==> src/rtl/cic_output_scaler.sv <==
// cic_output_scaler: narrows the bit-grown CIC decimator output to the system
// sample width. Each sample gets a run-time arithmetic right shift, optional
// round-half-up, then signed saturation, through a two-stage AXI-stream
// pipeline with full-throughput backpressure.
// Build option: define CIC_OUTPUT_SCALER_ROUND_EN to add 2^(s-1) before the
// shift (round-half-up); leave it undefined for floor truncation.
module cic_output_scaler #(
    parameter int unsigned IN_WIDTH  = 18,
    parameter int unsigned OUT_WIDTH = 16,
    parameter int unsigned SHIFT_MAX = 8,
    parameter int unsigned CNT_WIDTH = 16,
    localparam int unsigned SHIFT_W  = $clog2(SHIFT_MAX + 1)
) (
    input  logic                 clk,
    input  logic                 rst_n,
    input  logic [IN_WIDTH-1:0]  input_tdata,
    input  logic                 input_tvalid,
    output logic                 input_tready,
    output logic [OUT_WIDTH-1:0] output_tdata,
    output logic                 output_tvalid,
    input  logic                 output_tready,
    input  logic [SHIFT_W-1:0]   shift,
    input  logic                 clear_sat,
    output logic                 sat_flag,
    output logic [CNT_WIDTH-1:0] sat_count
);

    // Stage-1 width: one guard bit so the rounding addend cannot overflow.
    localparam int unsigned W1   = IN_WIDTH + 1;
    localparam int unsigned HEAD = W1 - OUT_WIDTH + 1;

    localparam logic [SHIFT_W-1:0]  SHIFT_LIM = SHIFT_W'(SHIFT_MAX);
    localparam logic signed [W1-1:0] SAT_HI = {{HEAD{1'b0}}, {(OUT_WIDTH-1){1'b1}}};
    localparam logic signed [W1-1:0] SAT_LO = {{HEAD{1'b1}}, {(OUT_WIDTH-1){1'b0}}};
    localparam logic [OUT_WIDTH-1:0] OUT_HI = {1'b0, {(OUT_WIDTH-1){1'b1}}};
    localparam logic [OUT_WIDTH-1:0] OUT_LO = {1'b1, {(OUT_WIDTH-1){1'b0}}};

    logic                  v1_q, v1_d;
    logic signed [W1-1:0]  d1_q, d1_d;
    logic                  v2_q, v2_d;
    logic [OUT_WIDTH-1:0]  d2_q, d2_d;
    logic                  flag_q, flag_d;
    logic [CNT_WIDTH-1:0]  cnt_q, cnt_d;

    logic                  load1, load2;
    logic [SHIFT_W-1:0]    s_eff;
    logic signed [W1-1:0]  ext, addend, sum, shifted;
    logic                  over_hi, under_lo, sat_event;

    assign load2        = ~v2_q | output_tready;
    assign load1        = ~v1_q | load2;
    assign input_tready = load1;

    assign output_tdata  = d2_q;
    assign output_tvalid = v2_q;
    assign sat_flag      = flag_q;
    assign sat_count     = cnt_q;

    // Stage-1 arithmetic: clamp shift, sign-extend, optional rounding, shift.
    always_comb begin
        s_eff = (shift > SHIFT_LIM) ? SHIFT_LIM : shift;
        ext   = {input_tdata[IN_WIDTH-1], input_tdata};
`ifdef CIC_OUTPUT_SCALER_ROUND_EN
        addend = (W1'(1) << s_eff) >> 1;
`else
        addend = '0;
`endif
        sum     = ext + addend;
        shifted = sum >>> s_eff;
    end

    // Stage-2 range detection on the registered stage-1 value.
    always_comb begin
        over_hi   = d1_q > SAT_HI;
        under_lo  = d1_q < SAT_LO;
        sat_event = load2 & v1_q & (over_hi | under_lo);
    end

    // Next-state for both pipeline stages; data only moves on a load.
    always_comb begin
        v1_d = v1_q;
        d1_d = d1_q;
        v2_d = v2_q;
        d2_d = d2_q;
        if (load1) begin
            v1_d = input_tvalid;
            if (input_tvalid) begin
                d1_d = shifted;
            end
        end
        if (load2) begin
            v2_d = v1_q;
            if (v1_q) begin
                if (over_hi) begin
                    d2_d = OUT_HI;
                end else if (under_lo) begin
                    d2_d = OUT_LO;
                end else begin
                    d2_d = d1_q[OUT_WIDTH-1:0];
                end
            end
        end
    end

    // Saturation statistics; a clear in the same cycle as an event wins.
    always_comb begin
        flag_d = flag_q;
        cnt_d  = cnt_q;
        if (clear_sat) begin
            flag_d = 1'b0;
            cnt_d  = '0;
        end else if (sat_event) begin
            flag_d = 1'b1;
            if (!(&cnt_q)) begin
                cnt_d = cnt_q + CNT_WIDTH'(1);
            end
        end
    end

    // State registers with asynchronous reset.
    always_ff @(posedge clk or negedge rst_n) begin
        if (!rst_n) begin
            v1_q   <= 1'b0;
            d1_q   <= '0;
            v2_q   <= 1'b0;
            d2_q   <= '0;
            flag_q <= 1'b0;
            cnt_q  <= '0;
        end else begin
            v1_q   <= v1_d;
            d1_q   <= d1_d;
            v2_q   <= v2_d;
            d2_q   <= d2_d;
            flag_q <= flag_d;
            cnt_q  <= cnt_d;
        end
    end

endmodule

==> config.mk <==
export PLATFORM = sky130hd
export DESIGN_NAME = cic_output_scaler
export DESIGN_NICKNAME = d
export VERILOG_FILES = /design/src/rtl/cic_output_scaler.sv
export SDC_FILE = /design/constraint.sdc
export NUM_CORES = 1
export LEC_CHECK = 0
export CAP_MARGIN = 15
export CORE_MARGIN = 2
export CORE_UTILIZATION = 48
export CTS_BUF_LIST = sky130_fd_sc_hd__clkbuf_8
export CTS_CLUSTER_DIAMETER = 80
export DETAILED_ROUTE_END_ITERATION = 12
export PLACE_DENSITY = 0.78
export SKIP_LAST_GASP = 1
export SLEW_MARGIN = 25
export SYNTH_ARGS = -nofsm -noshare
export SYNTH_HDL_FRONTEND = slang
export SYNTH_SLANG_ARGS = --single-unit
==> constraint.sdc <==
create_clock -name clk -period 1.8 [get_ports clk]
set_input_delay 0.18 -clock clk [delete_from_list [all_inputs] [get_ports clk]]
set_output_delay 0.18 -clock clk [all_outputs]
set_load 0.05 [all_outputs]
==> results of run 1 <==
[Yosys cell counts (all sizes together) (2+ instances only)]
| cell | n | area [um^2] |
|---|---|---|
| a21o | 2 | 15.01 |
| nand4 | 5 | 46.29 |
| o31ai | 2 | 15.01 |
| nand2 | 58 | 217.7 |
| nor3 | 11 | 55.05 |
| o41ai | 2 | 17.52 |
| a211oi | 2 | 15.01 |
| buf | 9 | 52.55 |
| a311oi | 2 | 17.52 |
| or4 | 2 | 22.52 |
| dfrtp | 53 | 1326 |
| mux2 | 3 | 33.78 |
| o22a | 2 | 17.52 |
| nand2b | 7 | 43.79 |
| nor4 | 7 | 56.30 |
| or3 | 3 | 20.02 |
| inv | 9 | 33.78 |
| nand3 | 8 | 45.04 |
| o21ai | 47 | 235.2 |
| a31oi | 8 | 50.05 |
| xnor2 | 10 | 87.58 |
| nor2 | 32 | 120.1 |
| nor2b | 7 | 43.79 |
| o211ai | 2 | 15.01 |
| and3 | 4 | 25.02 |
| mux2i | 12 | 120.1 |
| mux4 | 7 | 157.7 |
| clkbuf | 18 | 67.56 |
| a21oi | 24 | 120.1 |
[what timing repair did]
action / 4_1_cts / 5_1_grt
cloned: 0 / 0
pin swaps: 0 / 9
endpoints found under the hold margin: 53 / 0
hold buffers: 1 / 0
gates resized for setup: 1 / 21
buffers inserted: 0 / 2
endpoints found under the setup margin: 3 / 16
[stage by stage]
stage	setup TNS [ns]	worst slack (ns)	instance area, um^2	instances	hold slack (ns)
after CTS	-0.07140	-0.03871	4447	552	0.4086
after floorplan	-0.4264	-0.1173	3306	375	-0.1156
final	0	0.008584	4551	554	0.3893
after global routing	-0.03163	-0.03163	4551	554	0.4320
after detailed placement	-2.241	-0.2416	4343	543	0.1921
after global placement	-1.162	-0.1727	4343	543	0.1872
[cell families (layout without fill, tap and decap cells)]
logic type      after synthesis  in the layout  synth area share
mux                          22             22           0.09621
fa+ha+maj                     1              1          0.003863
xor+xnor                     11             11           0.02975
flops                        53             53            0.4096
buf+inv                      36            138           0.04752
compound gates              103            103            0.1870
simple gates                149            149            0.2260
[how the worst min path moves through the flow]
stage	from	endpoint	depth (start not counted)
finish	rst_n	d1_q[0]$_DFFE_PN0P_	3
global route	rst_n	d1_q[0]$_DFFE_PN0P_	3
CTS	rst_n	d1_q[15]$_DFFE_PN0P_	3
detailed placement	rst_n	d1_q[3]$_DFFE_PN0P_	2
global placement	rst_n	d1_q[3]$_DFFE_PN0P_	2
floorplan	rst_n	d1_q[0]$_DFFE_PN0P_	0
[power breakdown]
part / internal, mW / switching [mW]
registers: 1.36 / 0.108
clock network: 0.303 / 0.369
logic: 0.547 / 0.861
[cell type report]
class | count | area (um^2)
Fill cell | 475 | 1872
Multi-Input combinational cell | 286 | 1854
Sequential cell | 53 | 1346
Timing Repair Buffer | 121 | 1130
Tap cell | 77 | 96.34
Clock buffer | 6 | 82.58
Inverter | 9 | 33.78
Clock inverter | 2 | 7.507
[sequential cells by signal (all words and copies together) (netlist names)]
register	cells
v1_q	1
sat_flag	1
output_tvalid	1
sat_count	16
d1_q	18
output_tdata	16
[tightest hold or removal path, cell delays in order]
cell           delay, ns
dlygate4sd3_1       0.52
buf_2               0.12
buf_12              0.26
[metal layers]
| metal | vias to the layer above | track usage |
|---|---|---|
| met4 | 0 | 0.05916 |
| met3 | 14 | 0.03465 |
| li1 | 1547 | - |
| met1 | 1607 | 0.3387 |
| met5 | - | 0 |
| met2 | 113 | 0.3883 |
[cells in the final DEF (no fill, tap or decap), types with 6 or more instances in the layout]
cell	n
o21ai_0	45
nand2b_1	7
a31oi_1	8
nor2b_1	7
clkbuf_8	6
nand2_1	57
dfrtp_2	16
inv_1	11
a21oi_1	23
clkdlybuf4s50_1	52
nor2_1	32
mux4_2	7
mux2i_1	11
nor3_1	8
xnor2_1	10
buf_4	56
dfrtp_1	37
==> summary.md, run 1 <==
| Metric | Value |
|---|---|
| Post-DP HPWL | `between 6000 and 7000 um` |
| Grt total ovfl | `0` |
| Layout cell share with drive strength beyond 1 | `0.2432` |
| Area Overhead vs Synth | `40.53%` |
| # diodes | `0` |
| Initial antenna violation count | `0` |
| R2R depth | `5` |
| Synth Net Count | `roughly 400` |
| F_max | `approximately 560 MHz` |
| Ys async rst share | `1.000` |
| 1st-iter DRT viols | `~270` |
| Clock sink count | `between 50 and 60` |
| Pwr dens | `approximately 780 mW/mm^2` |
| Warnings, synthesis | `0` |
| Post-layout util | `0.7086` |
| CTS Buf Count | `5` |
| CP endpoint | `sat_count[11]$_DFFE_PN0P_` |
| Mapped Cells | `between 300 and 400` |
| Worst setup path class | `flop to flop` |
| CP top delay family | `simple AND/OR/NAND/NOR gates` |
| Vias in the first global route | `~3000` |
| Register area share after synthesis | `0.4096` |
| Overall Power | `3.551 mW` |
| Crit Reg-Reg Endpoint | `sat_count[11]$_DFFE_PN0P_` |
| Wire length of the first global-routing pass | `approximately 14000 um` |
| Gr usage total | `0.2394` |
| Vias per cell | `5.922` |
| Setup crit start kind | `flop` |
| Final WL | `8876 um` |
| Maximum vdd ir drop | `~320 uV` |
| Fin. max-slew vios | `0` |
| DR WL/cell | `~16 um` |
| CP startpoint | `sat_count[2]$_DFFE_PN0P_` |
| Worst path cell trace | `and3_4 > nand3_4 > or4_4 > or3_4 > a21oi_2` |
| Worst EP arrival | `roughly 2.0 ns` |
| WP depth | `5` |
| Final GP Congestion | `about 0.9` |
| Rel. slew slack | `0.6569` |
| Top Ports | `62` |
| Syn Area/Cell | `between 8 and 9 um^2` |
| Nets | `504` |
| Die Ht | `about 86 um` |
| Clk Latency, worst-skew pair | `approximately 0.31 ns` |
| Depth of the CTS H-tree | `2` |
| Post-layout min period | `roughly 1.8 ns` |
| Worst-path clk slew | `about 0.09 ns` |
| Period utilization | `0.9952` |
| Maxcap violations | `0` |
| Met2 wire len | `4381 um` |
| Unrepaired setup endpoints after global routing | `yes` |
| Clock root buffer | `clkbuf_8` |
| Largest net degree at the start of global routing | `54` |
| Final setup viols | `0` |
| Die Width | `around 86 um` |
| Row Count | `29` |
| EDFF count, synth | `0` |
| Port bufs | `61` |
| Top FF cell, synth | `dfrtp_1` |
| CP endpoint kind | `flop` |
| Crit-path max FO | `6` |
| CP max-delay cell | `or4_4` |
| Routed wl met3 | `roughly 490 um` |
| Netlist cell types | `between 50 and 60` |
| CP required | `2.05 ns` |
| Synth Cell Area | `0.003238 mm^2` |
| Worst-case clock buffer depth | `2` |
| Core area | `0.006422 mm^2` |
| Slowest cell delay on critical path | `roughly 0.53 ns` |
| Via count | `approximately 3300` |
| CTS tree | `yes` |
| Actual slew at the worst max-slew pin | `~0.51 ns` |
| Highest routed layer | `met4` |
| Initial core utilization | `0.5042` |
| Synth Register Bits | `53` |
| CP bufs+invs | `0` |
| Reg2Reg Setup Slack | `approximately 0.0086 ns` |
| Worst r2r src | `sat_count[2]$_DFFE_PN0P_` |
| First-pass DRT Iterations | `5` |
| Wl on met1 | `between 3000 and 4000 um` |
| Post-route ant nets | `0` |
| HP Class | `primary input to async pin` |
| Pleak | `1.949 nW` |
| Hold Vio Cnt, Final | `0` |
| Clock Skews | `approximately 0.0064 ns` |
| DIE AREA | `0.007419 mm^2` |
| Residual DRC count | `0` |
| Status | `completed` |
(Power assumes the default switching activity.)
==> run 2: changes to the inputs <==
CORE_ASPECT_RATIO = 1.1   (was unset)
==> summary.md, run 2 (synthesis gave the netlist of run 1 again) <==
| Metric | Value |
|---|---|
| DIE AREA | `0.007420 mm^2 (about the same)` |
| Post-DP HPWL | `6401 um (-2.8%)` |
| Vias in the first global route | `2935 (-2.2%)` |
| Most flops, register | `d1_q` |
| First-pass DRT Iterations | `4 (-1)` |
| Top Ports | `62 (unchanged)` |
| Row Count | `31 (+6.9%)` |
| Status | `finished with violations` |
| Largest net degree at the start of global routing | `31 (-43%)` |
| Final instance area | `0.004529 mm^2 (-0.47%)` |
| Unrepaired setup endpoints after global routing | `yes` |
| Final setup viols | `1 (+1)` |
| Rel. slew slack | `0.6609 (+0.004034)` |
| Layout cell share with drive strength beyond 1 | `0.2458 (+0.002647)` |
| Crit-path max FO | `6 (unchanged)` |
| Fin. max-slew vios | `0 (unchanged)` |
| Met3 Resource Use GR | `0.03112 (-0.003524)` |
| Initial core utilization | `0.4940 (-0.01020)` |
| Violations in the final reports | `setup timing` |
| CTS Buf Count | `5 (unchanged)` |
| Pleak | `1.969 nW (+1.0%)` |
| Slowest cell delay on critical path | `0.54 ns (about the same)` |
| Maxcap violations | `0 (unchanged)` |
| Post-layout min period | `1.831 ns (+0.03944 ns)` |
| CP required | `2.03 ns (-0.02 ns)` |
| CP max-delay cell | `or4_4` |
| Setup_tns | `-0.03085 ns (-0.03085 ns)` |
| Post-route ant nets | `0 (unchanged)` |
| Gr usage total | `0.2328 (-0.006636)` |
| DR WL/cell | `14.77 um (-7.8%)` |
| Period utilization | `1.017 (+0.02191)` |
| Final GP Congestion | `0.8933 (-3.4%)` |
| Nets | `507 (+0.60%)` |
| Max reg flops | `18 (unchanged)` |
| R2R depth | `6 (+1)` |
| Grt total ovfl | `0 (unchanged)` |
| Setup crit start kind | `flop` |
| Post-DP Area | `0.004332 mm^2 (-0.26%)` |
| Worst EP arrival | `2.06 ns (+0.02 ns)` |
| Vias per cell | `5.585 (-5.7%)` |
| Worst-path clk slew | `0.09 ns (about the same)` |
| Pwr dens | `783.3 mW/mm^2 (+0.38%)` |
| Final worst slack | `-0.03085 ns (-0.03944 ns)` |
| Core area | `0.006555 mm^2 (+2.1%)` |
| Residual DRC count | `0 (unchanged)` |
| GR met2 Demand/Resource | `0.3723 (-0.01599)` |
| Final WL | `8298 um (-6.5%)` |
| Area Overhead vs Synth | `39.88%` |
| Die Width | `82.31 um (-4.4%)` |
| HP Class | `primary input to async pin` |
| 1st-iter DRT viols | `197 (-27%)` |
| Depth of the CTS H-tree | `2 (unchanged)` |
| Wire length of the first global-routing pass | `13780 um (-4.1%)` |
| Clock Skews | `0.002687 ns (-0.003727 ns)` |
| Port bufs | `61 (unchanged)` |
| Maximum vdd ir drop | `666.6 uV (+110%)` |
| Grt peak-use layer | `met2` |
| Die Ht | `90.15 um (+4.7%)` |
| Met1 Use GR | `0.3264 (-0.01233)` |
| Worst path cell trace | `buf_4 > nand3_2 > nand4_4 > or4_4 > or3_4 > a21oi_2` |
| # diodes | `0 (unchanged)` |
| Clock sink count | `53 (unchanged)` |
| Commonest cells after routing, fill and taps aside | `buf_4, nand2_1, clkdlybuf4s50_1` |
| Worst setup path class | `flop to flop` |
| Hold Vio Cnt, Final | `0 (unchanged)` |
| F_max | `546.2 MHz (-2.2%)` |
| CTS tree | `yes` |
| Clk Latency, worst-skew pair | `0.30 ns (about the same)` |
| Initial antenna violation count | `0 (unchanged)` |
| Actual slew at the worst max-slew pin | `0.5078 ns (-0.005274 ns)` |
| Reg2Reg Setup Slack | `-0.03 ns (-0.04 ns)` |
| Via count | `3139 (-4.3%)` |
| Most common cell after layout, fill and taps aside | `buf_4` |
| Worst-case clock buffer depth | `2 (unchanged)` |
| Clock root buffer | `clkbuf_8` |
| CP endpoint kind | `flop` |
[run 2: cell types whose count changed in the layout (fill, tap and decap cells not counted), moves of 2 or more]
cell,previous run,this run
nand3_2,1,3
inv_1,11,9
buf_4,56,62
buf_12,5,2
nand3_4,2,0
[run 2: metrics by stage]
step	util	power [mW]	std cells	hold WS (ns)	setup slack, ns
floorplan	-	2.316	375	-0.1156	-0.1173
global placement	0.6608	2.812	549	0.1341	-0.1767
CTS	0.6833	3.564	560	0.3547	-0.03385
finish	0.6910	3.548	562	0.3784	-0.03085
detailed placement	0.6608	2.846	549	0.1439	-0.2563
global route	0.6910	3.757	562	0.4042	-0.08045
[run 2: path summary, 6_finish.rpt]
| kind | startpoint | to |
|---|---|---|
| setup / recovery | d1_q[15]$_DFFE_PN0P_ | sat_count[11]$_DFFE_PN0P_ |
| hold / removal | rst_n | d1_q[4]$_DFFE_PN0P_ |
| setup reg to reg | d1_q[15]$_DFFE_PN0P_ | sat_count[11]$_DFFE_PN0P_ |
| hold reg to reg | output_tdata[0]$_DFFE_PN0P_ | output_tdata[0]$_DFFE_PN0P_ |
| max in group asynchronous | rst_n | sat_count[13]$_DFFE_PN0P_ |
| min in group clk | output_tdata[0]$_DFFE_PN0P_ | output_tdata[0]$_DFFE_PN0P_ |
[run 2: worst max-delay path: cells and delay by family (launching register included)]
kind	cells	cell delay, ns
compound gates	1	0.13
buf+inv	1	0.16
flops	1	0.39
simple gates	4	1.07
[run 2: where the power goes]
part           switching [mW]  internal [mW]
clock                   0.358          0.348
sequential             0.0990           1.36
combinational           0.845          0.534
[run 2: routing by layer]
metal  vias up  wire (um)  share of wire
li1       1555          -              -
met1      1467       3699           0.45
met2       107       4050           0.49
met3        10        437          0.053
met4         0        110          0.013
met5         -          0              0
[run 2: layout make-up]
| cell class | count | area (um^2) |
|---|---|---|
| well taps | 82 | 102.6 |
| clock buffers | 7 | 96.34 |
| inverters | 9 | 33.78 |
| clock inverters | 1 | 5.005 |
| flip-flops and latches | 53 | 1346 |
| multi-input cells | 286 | 1824 |
| fillers | 505 | 2026 |
| repair buffers | 124 | 1121 |
[run 2: what timing repair did]
action                                  4_1_cts  5_1_grt
buffers inserted                              2        2
gates resized for setup                       4       10
endpoints found under the hold margin        18        0
hold buffers                                  1        0
pin swaps                                     1        3
endpoints found under the setup margin        4       14
